**src/rtl/sdram_line_xfer_if.sv**
```systemverilog
// Cache-side request/response and SDRAM-controller burst signals of the line mover.
interface sdram_line_xfer_if;
  logic         req_valid;
  logic         req_ready;
  logic         req_write;
  logic [31:0]  req_addr;
  logic [127:0] req_wdata;
  logic         rsp_valid;
  logic         rsp_err;
  logic [127:0] rsp_rdata;
  logic [23:0]  sdram_addr;
  logic         sdram_wr_req;
  logic         sdram_rd_req;
  logic         sdram_ack;
  logic         sdram_wr_data_req;
  logic [15:0]  sdram_wr_data;
  logic         sdram_rd_valid;
  logic [15:0]  sdram_rd_data;

  modport master (
    output req_valid, req_write, req_addr, req_wdata,
    output sdram_ack, sdram_wr_data_req, sdram_rd_valid, sdram_rd_data,
    input  req_ready, rsp_valid, rsp_err, rsp_rdata,
    input  sdram_addr, sdram_wr_req, sdram_rd_req, sdram_wr_data
  );

  modport slave (
    input  req_valid, req_write, req_addr, req_wdata,
    input  sdram_ack, sdram_wr_data_req, sdram_rd_valid, sdram_rd_data,
    output req_ready, rsp_valid, rsp_err, rsp_rdata,
    output sdram_addr, sdram_wr_req, sdram_rd_req, sdram_wr_data
  );
endinterface

```
**src/rtl/sdram_line_xfer.sv**
```systemverilog
// Moves one 128b cache line to/from the SDRAM controller as 8 x 16b beats,
// most significant half-word first, with an idle-cycle timeout on every wait.
module sdram_line_xfer #(
  parameter int BURST_LEN = 8,
  parameter int TIMEOUT   = 255
) (
  input  logic             clk,
  input  logic             rst_n,
  sdram_line_xfer_if.slave bus
);
  localparam int BW = $clog2(BURST_LEN);
  localparam int TW = $clog2(TIMEOUT + 1);
  localparam logic [BW-1:0] BEAT_LAST = BW'(BURST_LEN - 1);
  localparam logic [TW-1:0] TMO_MAX   = TW'(TIMEOUT);

  typedef enum logic [2:0] {IDLE, WR_CMD, WR_DATA, RD_CMD, RD_DATA, DONE} state_t;

  state_t        state_q, state_d;
  logic [BW-1:0] beat_cnt;
  logic [TW-1:0] tmo_cnt;
  logic [127:0]  line_q;
  logic          err_q;
  logic          accept, busy, cmd_ack, wr_beat, rd_beat, progress;
  logic          last_beat, tmo_hit, abort;
  logic          unused_addr_bits;

  // Beat idx is line[127-16*idx -: 16]; shifting it to the top avoids a variable part-select.
  function automatic logic [15:0] beat_of(input logic [127:0] line, input logic [BW-1:0] idx);
    logic [127:0] sh;
    sh = line << {idx, 4'b0000};
    return sh[127:112];
  endfunction

  assign unused_addr_bits = ^{bus.req_addr[31:25], bus.req_addr[3:0]};

  always_ff @(posedge clk or negedge rst_n) begin
    if (!rst_n) state_q <= IDLE;
    else        state_q <= state_d;
  end

  always_comb begin
    accept    = (state_q == IDLE) && bus.req_valid;
    busy      = (state_q != IDLE) && (state_q != DONE);
    cmd_ack   = ((state_q == WR_CMD) || (state_q == RD_CMD)) && bus.sdram_ack;
    wr_beat   = (state_q == WR_DATA) && bus.sdram_wr_data_req;
    rd_beat   = (state_q == RD_DATA) && bus.sdram_rd_valid;
    progress  = cmd_ack || wr_beat || rd_beat;
    last_beat = (beat_cnt == BEAT_LAST);
    tmo_hit   = (tmo_cnt == TMO_MAX);
    abort     = busy && !progress && tmo_hit;
    state_d   = state_q;
    case (state_q)
      IDLE:    if (accept) state_d = bus.req_write ? WR_CMD : RD_CMD;
      WR_CMD:  if (cmd_ack) state_d = WR_DATA;
      RD_CMD:  if (cmd_ack) state_d = RD_DATA;
      WR_DATA: if (wr_beat && last_beat) state_d = DONE;
      RD_DATA: if (rd_beat && last_beat) state_d = DONE;
      DONE:    state_d = IDLE;
      default: state_d = IDLE;
    endcase
    if (abort) state_d = DONE;
  end

  assign bus.req_ready    = (state_q == IDLE);
  assign bus.rsp_valid    = (state_q == DONE);
  assign bus.rsp_err      = (state_q == DONE) && err_q;
  assign bus.sdram_wr_req = (state_q == WR_CMD);
  assign bus.sdram_rd_req = (state_q == RD_CMD);

  always_ff @(posedge clk or negedge rst_n) begin
    if (!rst_n) begin
      beat_cnt          <= '0;
      tmo_cnt           <= '0;
      line_q            <= '0;
      err_q             <= 1'b0;
      bus.rsp_rdata     <= '0;
      bus.sdram_addr    <= '0;
      bus.sdram_wr_data <= '0;
    end else begin
      if (accept) begin
        beat_cnt       <= '0;
        err_q          <= 1'b0;
        line_q         <= bus.req_wdata;
        bus.sdram_addr <= {bus.req_addr[24:4], 3'b000};
        if (bus.req_write) bus.sdram_wr_data <= beat_of(bus.req_wdata, '0);
      end
      if (wr_beat || rd_beat) beat_cnt <= beat_cnt + BW'(1);
      if (abort) err_q <= 1'b1;
      if (!busy || progress) tmo_cnt <= '0;
      else                   tmo_cnt <= tmo_cnt + TW'(1);
      // Present the next beat as soon as the current one is consumed.
      if (wr_beat && !last_beat) bus.sdram_wr_data <= beat_of(line_q, beat_cnt + BW'(1));
      if (rd_beat) begin
        line_q[{~beat_cnt, 4'b0000} +: 16] <= bus.sdram_rd_data;
        if (last_beat) bus.rsp_rdata <= {line_q[127:16], bus.sdram_rd_data};
      end
    end
  end
endmodule

```
**src/flat_wrapper.sv**
```systemverilog
// flat-port wrapper written by rule: the top's interface ports become plain ports
module sdram_line_xfer_flat 
#(
  parameter int BURST_LEN = 8,
  parameter int TIMEOUT   = 255
)
  (clk, rst_n, bus_req_valid, bus_req_write, bus_req_addr, bus_req_wdata, bus_sdram_ack, bus_sdram_wr_data_req, bus_sdram_rd_valid, bus_sdram_rd_data, bus_req_ready, bus_rsp_valid, bus_rsp_err, bus_rsp_rdata, bus_sdram_addr, bus_sdram_wr_req, bus_sdram_rd_req, bus_sdram_wr_data);
  sdram_line_xfer_if bus_i ();
  input  logic clk;
  input  logic rst_n;
  input wire logic [$bits(bus_i.req_valid)-1:0] bus_req_valid;
  input wire logic [$bits(bus_i.req_write)-1:0] bus_req_write;
  input wire logic [$bits(bus_i.req_addr)-1:0] bus_req_addr;
  input wire logic [$bits(bus_i.req_wdata)-1:0] bus_req_wdata;
  input wire logic [$bits(bus_i.sdram_ack)-1:0] bus_sdram_ack;
  input wire logic [$bits(bus_i.sdram_wr_data_req)-1:0] bus_sdram_wr_data_req;
  input wire logic [$bits(bus_i.sdram_rd_valid)-1:0] bus_sdram_rd_valid;
  input wire logic [$bits(bus_i.sdram_rd_data)-1:0] bus_sdram_rd_data;
  output wire logic [$bits(bus_i.req_ready)-1:0] bus_req_ready;
  output wire logic [$bits(bus_i.rsp_valid)-1:0] bus_rsp_valid;
  output wire logic [$bits(bus_i.rsp_err)-1:0] bus_rsp_err;
  output wire logic [$bits(bus_i.rsp_rdata)-1:0] bus_rsp_rdata;
  output wire logic [$bits(bus_i.sdram_addr)-1:0] bus_sdram_addr;
  output wire logic [$bits(bus_i.sdram_wr_req)-1:0] bus_sdram_wr_req;
  output wire logic [$bits(bus_i.sdram_rd_req)-1:0] bus_sdram_rd_req;
  output wire logic [$bits(bus_i.sdram_wr_data)-1:0] bus_sdram_wr_data;
  assign bus_i.req_valid = bus_req_valid;
  assign bus_i.req_write = bus_req_write;
  assign bus_i.req_addr = bus_req_addr;
  assign bus_i.req_wdata = bus_req_wdata;
  assign bus_i.sdram_ack = bus_sdram_ack;
  assign bus_i.sdram_wr_data_req = bus_sdram_wr_data_req;
  assign bus_i.sdram_rd_valid = bus_sdram_rd_valid;
  assign bus_i.sdram_rd_data = bus_sdram_rd_data;
  assign bus_req_ready = bus_i.req_ready;
  assign bus_rsp_valid = bus_i.rsp_valid;
  assign bus_rsp_err = bus_i.rsp_err;
  assign bus_rsp_rdata = bus_i.rsp_rdata;
  assign bus_sdram_addr = bus_i.sdram_addr;
  assign bus_sdram_wr_req = bus_i.sdram_wr_req;
  assign bus_sdram_rd_req = bus_i.sdram_rd_req;
  assign bus_sdram_wr_data = bus_i.sdram_wr_data;
  sdram_line_xfer #(.BURST_LEN(BURST_LEN), .TIMEOUT(TIMEOUT)) u_core (.clk(clk), .rst_n(rst_n), .bus(bus_i));
endmodule
```
**config.mk**
```make
export PLATFORM = sky130hd
export DESIGN_NAME = sdram_line_xfer_flat
export DESIGN_NICKNAME = d
export VERILOG_FILES = /design/src/rtl/sdram_line_xfer_if.sv /design/src/rtl/sdram_line_xfer.sv /design/src/flat_wrapper.sv
export SDC_FILE = /design/constraint.sdc
export NUM_CORES = 1
export LEC_CHECK = 0
export BUFFER_PORTS_ARGS = -buffer_cell sky130_fd_sc_hd__buf_2
export CAP_MARGIN = 20
export CORE_MARGIN = 5
export CORE_UTILIZATION = 54
export CTS_CLUSTER_SIZE = 16
export DETAILED_ROUTE_END_ITERATION = 8
export GPL_TIMING_DRIVEN = 1
export PLACE_DENSITY = 0.81
export SKIP_CTS_REPAIR_TIMING = 1
export SYNTH_ARGS = -nofsm -noshare
export SYNTH_HDL_FRONTEND = slang
export SYNTH_SLANG_ARGS = --single-unit
```
**constraint.sdc**
```tcl
create_clock -name clk -period 3.2 [get_ports clk]
set_input_delay 0.16 -clock clk [delete_from_list [all_inputs] [get_ports clk]]
set_output_delay 0.16 -clock clk [all_outputs]
set_load 0.01 [all_outputs]
```
Yosys cells after proc, flatten, opt, wreduce, memory -nomap -nowiden. Index checks and enable logic that the tools add are counted.

$add $sub $neg: 3. Eq/ne operators: 13. Shift-type cells: 3. Multiplexer cells: 19. Bitwise logic cells: 1. Reduce and logical (&&, ||, !) cells: 28.

Operator list (number): $mux W128 (2); $bwmux W128 (1); $shift A16 B9 Y128 const A (1); $shiftx A16 B9 Y128 (1); $shl A128 B7 Y128 (1); $mux W16 (3); $mux W3 (8); $pmux W3 S5 (1); $logic_and A1 B1 Y1 (11); $eq A3 B3 Y1 const B (3); $ne A3 B1 Y1 const B (3); $neg A7 Y9 (1); $add A8 B1 Y8 const B (1); $eq A8 B8 Y1 const B (1); $mux W8 (1); $reduce_bool A2 Y1 (4); $eq A3 B2 Y1 const B (2); $ne A3 B2 Y1 const B (2); $logic_or A1 B1 Y1 (5); $reduce_and A5 Y1 (1); $reduce_and A2 Y1 (2); $add A3 B1 Y3 const B (1); $eq A3 B1 Y1 const B (1); $logic_not A1 Y1 (3); 6 further kinds (7).

Bits in registers: 308. Input bits: 183. Output and inout bits: 173. Logic and storage cells: 75.

Longest topological paths before layout. Gate-level depths: netlist (run 1).

Depth in word-level cells: 10. Mapped depth: 9.

Worst setup path after synthesis (run 1). Ideal clock, no wire load.

Path kind: reg2reg. Start: register u_core.beat_cnt[1]. End: register u_core.line_q[82]. Setup time: 122 ps. Data arrival time: 2118 ps. Data required time: 3078 ps. Path slack: 960 ps. Stages on the path, launching flop included: 10. Clock period less this slack: 2240 ps. Cells stage by stage: dfrtp_1 > ha_1 > ha_1 > buf_2 > or3_1 > or3_1 > buf_2 > buf_6 > nor2_1 > a21oi_2.

Cells in the longest elaborated chain, start to end: 5.

Ends and longest elaborated chain: start, declared (line sdram_line_xfer.sv:19) `logic [BW-1:0] beat_cnt;`; start signal, assigned (line sdram_line_xfer.sv:87) `if (wr_beat || rd_beat) beat_cnt <= beat_cnt + BW'(1);`; $not A3 Y3 * (line sdram_line_xfer.sv:94) `line_q[{~beat_cnt, 4'b0000} +: 16] <= bus.sdram_rd_data;`; $neg A7 Y9 * (line sdram_line_xfer.sv:94); $shiftx A16 B9 Y128 / $shift A16 B9 Y128 (equally long branches) (line sdram_line_xfer.sv:94); $bwmux W128 * (line sdram_line_xfer.sv:94); $mux W128 * (line sdram_line_xfer.sv:93) `if (rd_beat) begin`; end signal, assigned (line sdram_line_xfer.sv:83) `line_q <= bus.req_wdata;`; end signal, assigned by index (line sdram_line_xfer.sv:94); end, declared (line sdram_line_xfer.sv:21) `logic [127:0] line_q;`.

Every way passes the cells marked *; elsewhere a longest branch is shown, timed or not. A chain may end at the register's enable or synchronous reset.

Worst setup path in the final report (run 1).
Start: register u_core.beat_cnt[1]. End: register u_core.line_q[12].

The elaborated chain is that of the path after synthesis.

==> reports/summary.md, run 1 <==
The share of flip-flops with an asynchronous set or reset works out to 1.00. The endpoint arrival time on the critical path was 3.28 ns; the vertical extent of the die was 171 µm. The fraction of final layout cells with drive strength greater than 1 is 0.380, and the overall routed net length is 42600 µm. Power spread over the standard cell area amounts to 826 mW/mm². For this run, the detailed router's first-pass iteration total came to 5. The area share of the leading cell type in the synthesized netlist was 0.550. Post-placement cell count: 1748. Initial antenna violation count: 3.

The tools report the post-detailed-route count of antenna-violating nets as 0. The cell count after synthesis came out at 1149. Type of the setup path with the least slack: flop to flop. Counting the fill cells in the layout gives 1748.

The initial cell density of the core came out at 0.542. The tools report the total via count in the routed design as 11118. The checks that failed: negative hold slack. The deepest clock path buffer count was 3; the pin count of the biggest net entering global routing was 88. In this run the worst setup path begins at u_core.beat_cnt[1]. Detailed placement ended at an HPWL of 27700 µm.

The floorplan step defined a die boundary enclosing 0.0293 mm². The sequential fraction of the synthesis area was 0.550; the post-synthesis register bit count was 308. The endpoint of the worst-slack reg-to-reg timing path is u_core.line_q[12].

The worst-case IR drop observed on VDD is 0.659 mV. For the number of DRC markers after the initial detailed-route iteration, the log shows 978. STA classifies the critical path startpoint as a flop.

The remaining routing DRC violations was 0. The analysis attributes to cell leakage a power of 8.83 nW. For the netlist area before placement, the log shows 0.0140 mm².

In the post-synthesis netlist, the biggest area contributors are sky130_fd_sc_hd__dfrtp_1 55%, sky130_fd_sc_hd__mux2_2 11%, sky130_fd_sc_hd__mux2i_1 9.1%, sky130_fd_sc_hd__mux4_2 5.1%, sky130_fd_sc_hd__nand2_1 3.6%. After synthesis, the mean cell area works out to 12.2 µm². For the via count of the first global-routing pass, the log shows 10717. The final setup TNS came out at 0 ns. The CTS sink count is 308, and the number of flops mapped to enable cells by yosys is 0. The count of port buffers added during placement is 341. In the layout the commonest cells are 340 x sky130_fd_sc_hd__buf_2, 307 x sky130_fd_sc_hd__dfrtp_1, 134 x sky130_fd_sc_hd__mux2_2.

The final layout contains 1741 nets. The overall track demand over capacity in global routing was 0.270; the register-to-register path setup slack was 0.29 ns. After clock tree synthesis, the clock-pin slew on the worst setup and hold paths is 0.06 ns.

STA classifies the critical path endpoint as a flop. In this run the critical register-to-register path is launched from u_core.beat_cnt[1]. The number of max-cap violations came out at 0. The worst-path maximum fanout is 32. Across the routed clock network, the largest skew measured is 0.0188 ns.

The total number of H-tree levels is 2. The tightest hold margin is -0.0335 ns. For this run, the leading register cell type out of synthesis is sky130_fd_sc_hd__dfrtp_1. At the pin with the least slew margin, the transition time is 0.710 ns. The clock reaches the later pin of the worst-skew pair after 0.50 ns.

The tools report the worst setup path endpoint as u_core.line_q[12]. Width of the chip: 171 µm. Clock tree synthesis inserted a total of 34 buffers. TritonCTS built the clock tree. For this design the top-level I/O count stands at 356. The distinct cell type count after synthesis came out at 50. The total area inside the core boundary comes to 0.0258 mm². Setup violations remaining at the end of the flow were counted as 0. The worst path required time is 3.57 ns, and the post-layout instance count excluding filler cells is 1917.

The share of the clock period used by the worst path after layout was 0.909. The worst path needs 2.91 ns of the cycle, external delays included. The total power consumption of the routed design came out at 15.0 mW. For the remaining global-route overflow, the log shows 0.

For the number of pins with negative max-slew slack in the final report, the log shows 0. The flow ran to the end, but the final reports show violations. The final number of hold-violating endpoints is 18, and the global-route wire length before repair is 61200 µm. Timing would allow up to 344 MHz. Setup repair after global routing left no endpoint under its margin. The area overhead of the layout relative to synthesis is 29.2%, and the routability congestion estimate is 0.863. In the routed layout, each cell is associated on average with a via count of 5.80. The tightest slew margin relative to the limit was 0.526; the average wire per cell in the routed design was 22.2 µm. The number of warning messages in the yosys log came out at 0. sky130_fd_sc_hd__dfrtp_1 takes more of the synthesized area than any other cell. Worst min-delay path category: primary input to flop.

In this run the core area contains 59 standard-cell rows. The library cell used most frequently in the layout, excluding fill and tap cells, is sky130_fd_sc_hd__buf_2. The number of cells on the worst reg-to-reg path came out at 9. The tree is rooted in a sky130_fd_sc_hd__clkbuf_16.
cells by family after synthesis:
kind of cell,after synthesis,share of synthesized area
AO/OA/AOI/OAI,182,0.0759
XOR/XNOR,5,0.00313
AND/OR/NAND/NOR,250,0.0798
multiplexers,294,0.250
other,1,0.000268
flip-flops,308,0.550
adder cells (fa/ha/maj),3,0.00268
buffers and inverters,106,0.0378
cell usage after synthesis (4+ instances only):
master,count
sky130_fd_sc_hd__buf_6,5
sky130_fd_sc_hd__buf_1,6
sky130_fd_sc_hd__buf_2,40
sky130_fd_sc_hd__o21ai_1,42
sky130_fd_sc_hd__nor2_1,70
sky130_fd_sc_hd__mux2i_1,128
sky130_fd_sc_hd__nand3_1,9
sky130_fd_sc_hd__a21oi_1,69
sky130_fd_sc_hd__or3_1,4
sky130_fd_sc_hd__mux4_2,32
sky130_fd_sc_hd__dfrtp_1,308
sky130_fd_sc_hd__a22oi_1,16
sky130_fd_sc_hd__nor3b_1,5
sky130_fd_sc_hd__mux2_2,134
sky130_fd_sc_hd__o21ai_0,24
sky130_fd_sc_hd__buf_4,12
sky130_fd_sc_hd__nor3_1,4
sky130_fd_sc_hd__a21oi_2,7
sky130_fd_sc_hd__a32oi_1,16
sky130_fd_sc_hd__nand2_1,133
sky130_fd_sc_hd__inv_1,4
sky130_fd_sc_hd__clkbuf_1,38
layer usage:
layer,part of all wire,track usage,wire [µm]
met1,0.40,0.378,16900
met2,0.48,0.419,20300
met3,0.091,0.0689,3900
met4,0.036,0.0872,1520
met5,0,0,0
registers in the layout, indices dropped and copies added (netlist names):
signal                    count
u_core.beat_cnt               3
u_core.bus.sdram_wr_data     16
u_core.bus.rsp_rdata        128
u_core.tmo_cnt                8
u_core.err_q                  1
u_core.line_q               128
u_core.bus.sdram_addr        21
u_core.state_q                3
metrics by stage:
step           cell area (µm²)   util  setup WS, ns  hold WS, ns
2_1_floorplan            14000      -         0.960       -0.136
4_1_cts                  17000  0.660         0.574       -0.296
5_1_grt                  18100  0.701         0.154      -0.0313
6_report                 18100  0.701         0.293      -0.0335
3_3_place_gp             15900  0.617         0.698        0.226
3_5_place_dp             15900  0.617         0.644        0.229
area by class of cell:
cell class,instances,area [µm²],share of cell area
inverter,5,18.8,0.00104
clock inverter,6,58.8,0.00325
sequential,308,7710,0.426
antenna,3,7.51,0.000415
multi-input combinational,737,5820,0.321
timing repair buffer,469,3030,0.167
clock buffer,54,1050,0.0578
tap,335,419,0.0231
critical path, stage by stage, from the launching register on:
cell                            delay, ns
sky130_fd_sc_hd__dfrtp_1             0.43
sky130_fd_sc_hd__ha_1                0.21
sky130_fd_sc_hd__ha_2                0.34
sky130_fd_sc_hd__buf_4               0.42
sky130_fd_sc_hd__nor2b_1             0.12
sky130_fd_sc_hd__and4_1              0.21
sky130_fd_sc_hd__buf_4               0.25
sky130_fd_sc_hd__nand2_1             0.13
sky130_fd_sc_hd__o21ai_1             0.09
sky130_fd_sc_hd__dlygate4sd3_1       0.59
power by group:
| part | switching (mW) | internal, mW |
|---|---|---|
| Clock | 1.54 | 2.32 |
| Combinational | 2.60 | 2.44 |
| Sequential | 0.969 | 5.08 |
how the worst min path moves through the flow:
stage / startpoint / to / slack, ns / depth (start not counted)
3_3_place_gp: rst_n / u_core.bus.sdram_addr[18] / 0.23 / 1
4_1_cts: rst_n / u_core.bus.rsp_rdata[83] / -0.30 / 1
3_5_place_dp: rst_n / u_core.bus.sdram_addr[21] / 0.23 / 1
2_1_floorplan: rst_n / u_core.beat_cnt[0] / -0.14 / 0
5_1_grt: bus_req_wdata[18] / u_core.line_q[18] / -0.03 / 3
6_report: bus_req_wdata[50] / u_core.line_q[50] / -0.03 / 3
Note: power is estimated with default switching activity, not from simulation.
==> inputs of run 2 (changes only) <==
--- a/config.mk
+++ b/config.mk
@@ -12,6 +12,7 @@
 export CTS_CLUSTER_SIZE = 16
 export DETAILED_ROUTE_END_ITERATION = 8
 export GPL_TIMING_DRIVEN = 1
+export MAX_ROUTING_LAYER = met4
 export PLACE_DENSITY = 0.81
 export SKIP_CTS_REPAIR_TIMING = 1
 export SYNTH_ARGS = -nofsm -noshare
==> run 2 against run 1 <==
  * The flow still finishes with violations (negative hold slack)
  * Register-to-register slack about the same
  * Via count about the same
  * Sequential power about the same
  * Sequential cell count unchanged
  * Worst hold slack better by 0.0013 ns
  * Worst setup slack worse by 0.0038 ns
  * Largest power group unchanged
==> reports/summary.md, run 2 (same netlist as run 1, synthesis figures left out) <==
The run gives 0.279 (+0.00864) as the overall track demand over capacity in global routing. The tools report the origin of the worst setup path as u_core.beat_cnt[1]. The run finished, with violations left. The area overhead of the layout relative to synthesis came out at 29.6%. TritonCTS built the clock tree. The internal power summed over all cells came out at 9.87 mW (+0.23%). For the final design area excluding fillers, the log shows 0.0182 mm² (+0.33%). The endpoint arrival time on the critical path was 3.29 ns (about the same); the setup clock skew after layout was 0.0196 ns (+0.000749 ns). The die area is 0.0293 mm² (unchanged), and the fraction of final layout cells with drive strength greater than 1 is 0.379 (-0.00144). The post-layout net count came out at 1747 (+0.34%). The width of the chip came out at 171 µm (unchanged). The number of pins with negative max-slew slack in the final report came out at 0 (unchanged). The run gives 0 (unchanged) as the post-detailed-route count of antenna-violating nets. The run gives 0 ns (unchanged) as the final setup TNS. The initial antenna violation count is 3 (unchanged).

The share of the clock period used by the worst path after layout was 0.910 (+0.00120). The CTS sink count was 308 (unchanged); the clock latency on the worst-skew pair was 0.51 ns (about the same). The number of rows created at floorplan was 59 (unchanged); the HPWL after detailed placement was 27700 µm (unchanged).

The post-placement cell count is 1748 (unchanged), and the power spent charging and discharging nets is 5.12 mW (+0.27%). Relative contribution of combinational cells to total power: 0.338 (about the same). Setup repair after global routing left no endpoint under its margin.

The clock-pin transition on the worst setup and hold timing paths is 0.06 ns (about the same), and the worst path required time is 3.58 ns (about the same). The overall routed net length was 42700 µm (+0.23%); the power share of the clock group was 0.258 (about the same). The final number of hold-violating endpoints is 16 (-2), and the per-cell via count in the routed design is 5.79 (-0.22%). For the remaining global-route overflow, the log shows 0 (unchanged). The pin count of the biggest net entering global routing is 88 (unchanged). The checks that failed: negative hold slack.

For the worst ir drop on vdd, the log shows 0.658 mV (-0.19%). The tools report the leakage power summed over all cells as 8.86 nW (+0.29%). The library cells used most frequently in the layout, excluding fill and tap cells, are 340 x sky130_fd_sc_hd__buf_2, 307 x sky130_fd_sc_hd__dfrtp_1, 134 x sky130_fd_sc_hd__mux2_2.

Vertical extent of the die: 171 µm (unchanged). The run gives 0.542 (unchanged) as the initial cell density of the core. The capturing element type of the critical path was a flop.

Total power consumption of the routed design: 15.0 mW (+0.24%). Type of the setup path with the least slack: flop to flop. The worst register-to-register path begins at u_core.beat_cnt[1]. The total via count in the routed design is 11128 (+0.090%). The tools report the number of fill cells in the layout as 1729 (-1.1%). The tools report the number of DRC markers after the initial detailed-route iteration as 996 (+1.8%). Number of max-cap violations: 0 (unchanged).

The ratio of total power to cell area was 825 mW/mm² (about the same); the fraction of power consumed by sequential logic was 0.404 (about the same). For the total number of H-tree levels, the log shows 2 (unchanged). The tools report the tightest hold margin as -0.0323 ns (+0.00125 ns).

For the number of clock buffers inserted by TritonCTS, the log shows 34 (unchanged). The root buffer cell chosen for the clock tree is sky130_fd_sc_hd__clkbuf_16. The logs give 0 (unchanged) for the remaining routing DRC violations and 344 MHz (-0.13%) for the maximum frequency from static timing analysis. The transition at the pin with the smallest max-transition slack was 0.724 ns (+0.0141 ns). Global-route wire length before repair: 61300 µm (about the same). The core region area was 0.0258 mm² (unchanged). The number of cells on the worst reg-to-reg path works out to 9 (unchanged). The run gives 10702 (-0.14%) as the via count of the first global-routing pass.

The tightest slew margin relative to the limit is 0.517 (-0.00942). The post-layout instance count excluding filler cells was 1923 (+0.31%). In this run the critical register-to-register path is captured at u_core.line_q[12]. The largest registers in the layout are u_core.bus.rsp_rdata x128, u_core.line_q x128, u_core.bus.sdram_addr x21.

The cell area after placement came out at 0.0159 mm² (unchanged). The clock period minus worst slack came out at 2.91 ns (+0.00383 ns). The worst setup path is launched from a flop. The run gives 0 (unchanged) as the count of final setup violators. The deepest clock path buffer count was 3 (unchanged). The worst min-delay path category was primary input to flop. The average wire per cell in the routed design works out to 22.2 µm (about the same).

Register-to-register path setup slack: 0.29 ns (about the same). The tools report the number of optimization iterations in the first detailed-route pass as 5 (unchanged). The switching share of power works out to 0.342 (about the same). Worst-path maximum fanout: 32 (unchanged). The worst setup path endpoint was u_core.line_q[12].

The count of boundary I/O pins came out at 356 (unchanged). The tools report the routability congestion estimate as 0.877 (+1.6%). Most common cell after layout, fill and taps aside: sky130_fd_sc_hd__buf_2. Count of port buffers added during placement: 341 (unchanged).
==> run 2: changes by cell type in the layout (fill, tap and decap cells not counted), sizes merged <==
cell and change:
dlygate4sd3 +6
==> run 2: cell type report <==
class	instances	area, µm²	area share
Multi-Input combinational cell	737	5820	0.320
Inverter	5	18.8	0.00103
Antenna cell	3	7.51	0.000413
Timing Repair Buffer	475	3090	0.170
Clock inverter	6	58.8	0.00324
Tap cell	335	419	0.0231
Clock buffer	54	1050	0.0576
Sequential cell	308	7710	0.424
==> run 2: power groups by stage <==
stage               Combinational [mW]  Sequential (mW)  Clock, mW
floorplan                         3.38             5.83          0
global placement                  4.69             5.97          0
detailed placement                4.84             6.05          0
CTS                               4.87             5.99       3.90
global route                      5.48             6.19       4.09
finish                            5.07             6.05       3.87
==> run 2: layer usage <==
layer / share of wire / routed length, µm / global-route usage / vias to the layer above
met5: 0 / 0 / - / -
met4: 0.038 / 1610 / 0.0878 / 0
met3: 0.085 / 3640 / 0.0628 / 106
met2: 0.48 / 20400 / 0.419 / 559
met1: 0.40 / 17100 / 0.383 / 5549
li1: - / - / - / 4914
==> run 2: how the worst min path moves through the flow <==
stage	from	endpoint	slack [ns]	cells past startpoint
2_1_floorplan	rst_n	u_core.beat_cnt[0]	-0.14	0
3_3_place_gp	rst_n	u_core.bus.sdram_addr[18]	0.23	1
3_5_place_dp	rst_n	u_core.bus.sdram_addr[21]	0.23	1
4_1_cts	rst_n	u_core.bus.rsp_rdata[83]	-0.30	1
5_1_grt	bus_req_wdata[18]	u_core.line_q[18]	-0.03	3
6_report	bus_req_wdata[53]	u_core.line_q[53]	-0.03	3
==> run 2: critical path, stage by stage (launching register included) <==
cell and delay, ns:
sky130_fd_sc_hd__dfrtp_1 0.43, sky130_fd_sc_hd__ha_1 0.21, sky130_fd_sc_hd__ha_2 0.34, sky130_fd_sc_hd__buf_4 0.42, sky130_fd_sc_hd__nor2b_1 0.12, sky130_fd_sc_hd__and4_1 0.21, sky130_fd_sc_hd__buf_4 0.25, sky130_fd_sc_hd__nand2_1 0.13
sky130_fd_sc_hd__o21ai_1 0.09, sky130_fd_sc_hd__dlygate4sd3_1 0.59
==> run 2: through the flow <==
stage	hold slack [ns]	util	setup WS [ns]
global placement	0.226	0.617	0.698
finish	-0.0323	0.703	0.289
detailed placement	0.229	0.617	0.644
CTS	-0.296	0.660	0.574
global route	-0.0329	0.703	0.156
floorplan	-0.136	-	0.960
==> inputs of run 3 (changes only) <==
==> constraint.sdc (replaced) <==
create_clock -name clk -period 2.8 [get_ports clk]
set_input_delay 0.14 -clock clk [delete_from_list [all_inputs] [get_ports clk]]
set_output_delay 0.14 -clock clk [all_outputs]
set_load 0.01 [all_outputs]
==> run 3 against run 2 <==
  * The run still ends with negative hold slack left
  * Worst hold slack got worse by 0.013 ns
  * Largest power group unchanged
  * Core utilization rose by 1.1 points
  * Clock skew is 0.0082 ns lower
  * Sequential share of layout area down 0.63 points
==> reports/summary.md, run 3 (same netlist as run 1, synthesis figures left out) <==
The count of port buffers added during placement was 341 (unchanged); the post-layout instance count excluding filler cells was 1951 (+1.5%). The clock root buffer master was sky130_fd_sc_hd__clkbuf_16. The post-detailed-route count of antenna-violating nets is 0 (unchanged), and the remaining global-route overflow is 0 (unchanged).

The clock period minus worst slack was 2.72 ns (-0.187 ns). The logs give 1 (-2) for the initial antenna violation count and 2 (unchanged) for the total number of H-tree levels. The per-cell via count in the routed design is 5.87 (+1.4%), and the worst ir drop on vdd is 0.574 mV (-13%).

The final design area excluding fillers is 0.0184 mm² (+1.5%). The type of the setup path with the least slack was flop to flop. The tightest slew margin relative to the limit is 0.298 (-0.219), and the number of cells on the worst reg-to-reg path is 8 (-1). For the area used by multi-input combinational logic, the log shows 0.00582 mm² (unchanged). The tools report the initial cell density of the core as 0.542 (unchanged). The cell area after placement is 0.0160 mm² (+0.24%), and the endpoint arrival time on the critical path is 3.16 ns (-0.13 ns). The run finished, with violations left. The via count of the first global-routing pass came out at 10618 (-0.78%). The run gives 8.97 nW (+1.3%) as the leakage power summed over all cells.

The run gives 0.0113 ns (-0.00824 ns) as the setup clock skew after layout. Number of DRC markers after the initial detailed-route iteration: 940 (-5.6%). Remaining routing DRC violations: 0 (unchanged).

Walking the worst path, the cells encountered are ha_1 -> ha_2 -> buf_12 -> and4_1 -> buf_4 -> nand2_1 -> o21ai_1 -> dlygate4sd3_1. Most common cell after layout, fill and taps aside: sky130_fd_sc_hd__buf_2. The biggest cell delay along the critical path is 0.56 ns (-0.03 ns), and the number of fill cells in the layout is 1697 (-1.9%). The width of the chip was 171 µm (unchanged).

The routability congestion estimate is 0.861 (-1.9%), and the share of the clock period used by the worst path after layout is 0.973 (+0.0631). The fraction of final layout cells with drive strength greater than 1 came out at 0.373 (-0.00556). The tools report the post-layout net count as 1778 (+1.8%).

The top cell types in the final layout, fill and taps aside, are 340 x sky130_fd_sc_hd__buf_2, 307 x sky130_fd_sc_hd__dfrtp_1, 137 x sky130_fd_sc_hd__dlygate4sd3_1. The largest registers in the layout are u_core.bus.rsp_rdata x128, u_core.line_q x128, u_core.bus.sdram_addr x21. The logs give 0 (unchanged) for the number of max-cap violations and 356 (unchanged) for the count of boundary I/O pins. The hold path depth was 3 (unchanged). The post-placement cell count came out at 1753 (+0.29%). The run gives 0.275 (-0.00328) as the overall track demand over capacity in global routing. The worst-path maximum fanout is 32 (unchanged), and the footprint of the flip-flops and latches is 0.00771 mm² (unchanged). The number of clock buffers inserted by TritonCTS was 34 (unchanged); the worst path required time was 3.24 ns (-0.34 ns). The ratio of total power to cell area works out to 937 mW/mm² (+14%). Tightest hold margin: -0.0457 ns (-0.0134 ns). Overall routed net length: 43700 µm (+2.3%).

The maximum frequency from static timing analysis is 367 MHz (+6.9%). For the core region area, the log shows 0.0258 mm² (unchanged). Slowest cell on the critical path: sky130_fd_sc_hd__dlygate4sd3_1. The kind of cell with the highest combined delay on the critical path was buffers and inverters. The clock-pin transition on the worst setup and hold timing paths is 0.06 ns (about the same). The deepest clock path buffer count is 3 (unchanged), and the number of pins with negative max-slew slack in the final report is 0 (unchanged). HPWL after detailed placement: 27900 µm (+0.64%). The vertical extent of the die was 171 µm (unchanged).

The run gives 93 (+5.7%) as the pin count of the biggest net entering global routing. The capturing element type of the critical path is a flop. The count of final setup violators was 0 (unchanged). The average wire per cell in the routed design is 22.4 µm (+0.78%), and the number of cells on the critical path is 8 (-1).

The tools report the number of rows created at floorplan as 59 (unchanged). The checks that failed: negative hold slack. The total power consumption of the routed design is 17.3 mW (+15%), and the CTS sink count is 308 (unchanged). Global-route wire length before repair: 60700 µm (-0.87%). The count of buffering cells on the critical path with inverters included works out to 3 (unchanged).

From synthesis to final layout, the design area changed by 31.6%. The number of optimization iterations in the first detailed-route pass was 5 (unchanged); the transition at the pin with the smallest max-transition slack was 1.05 ns (+0.323 ns). In this run the worst hold path is classified as primary input to flop. The tools report the total via count in the routed design as 11447 (+2.9%).

The logs give 0.0293 mm² (unchanged) for the die area and 0.50 ns (about the same) for the clock latency on the worst-skew pair. The final number of hold-violating endpoints is 15 (-1). The startpoint type of the worst setup path is a flop. TritonCTS built the clock tree.
run 3: final cells by class:
class	instances	share of cell area
Multi-Input combinational cell	737	0.315
Inverter	5	0.00102
Clock buffer	51	0.0552
Tap cell	335	0.0227
Clock inverter	7	0.00360
Timing Repair Buffer	506	0.184
Antenna cell	2	0.000271
Sequential cell	308	0.418
run 3: final timing paths:
kind | startpoint | to | slack, ns
setup reg to reg | u_core.beat_cnt[1] | u_core.line_q[60] | 0.08
setup / recovery | u_core.beat_cnt[1] | u_core.line_q[60] | 0.08
hold reg to reg | u_core.bus.rsp_rdata[9] | u_core.bus.rsp_rdata[9] | 0.47
min in group asynchronous | rst_n | u_core.bus.sdram_addr[18] | 0.25
max in group asynchronous | rst_n | u_core.line_q[27] | 1.61
hold / removal | bus_req_wdata[25] | u_core.line_q[25] | -0.05
run 3: power by group:
part           leakage, nW  switching (mW)  internal, mW
sequential            3.94            1.14          5.80
clock                0.536            1.77          2.61
combinational         4.49            3.03          2.93
run 3: metrics by stage:
stage                      util  TNS [ns]  worst slack (ns)
after floorplan               -         0             0.560
after global placement    0.618         0             0.484
after detailed placement  0.618         0             0.453
after CTS                 0.660         0             0.434
after global routing      0.714   -0.0455           -0.0455
final                     0.714         0            0.0759
run 3: metal layers:
layer | GRT usage | vias to the layer above | share of wire
met5 | - | - | 0
met1 | 0.380 | 5760 | 0.40
met3 | 0.0524 | 120 | 0.080
met4 | 0.0803 | 0 | 0.034
met2 | 0.422 | 617 | 0.49
li1 | - | 4950 | -
run 3: worst min-delay path: cells and delay by family:
family	cells	cell delay, ns
buffers and inverters	1	0.08
AO/OA/AOI/OAI	1	0.13
multiplexers	1	0.05
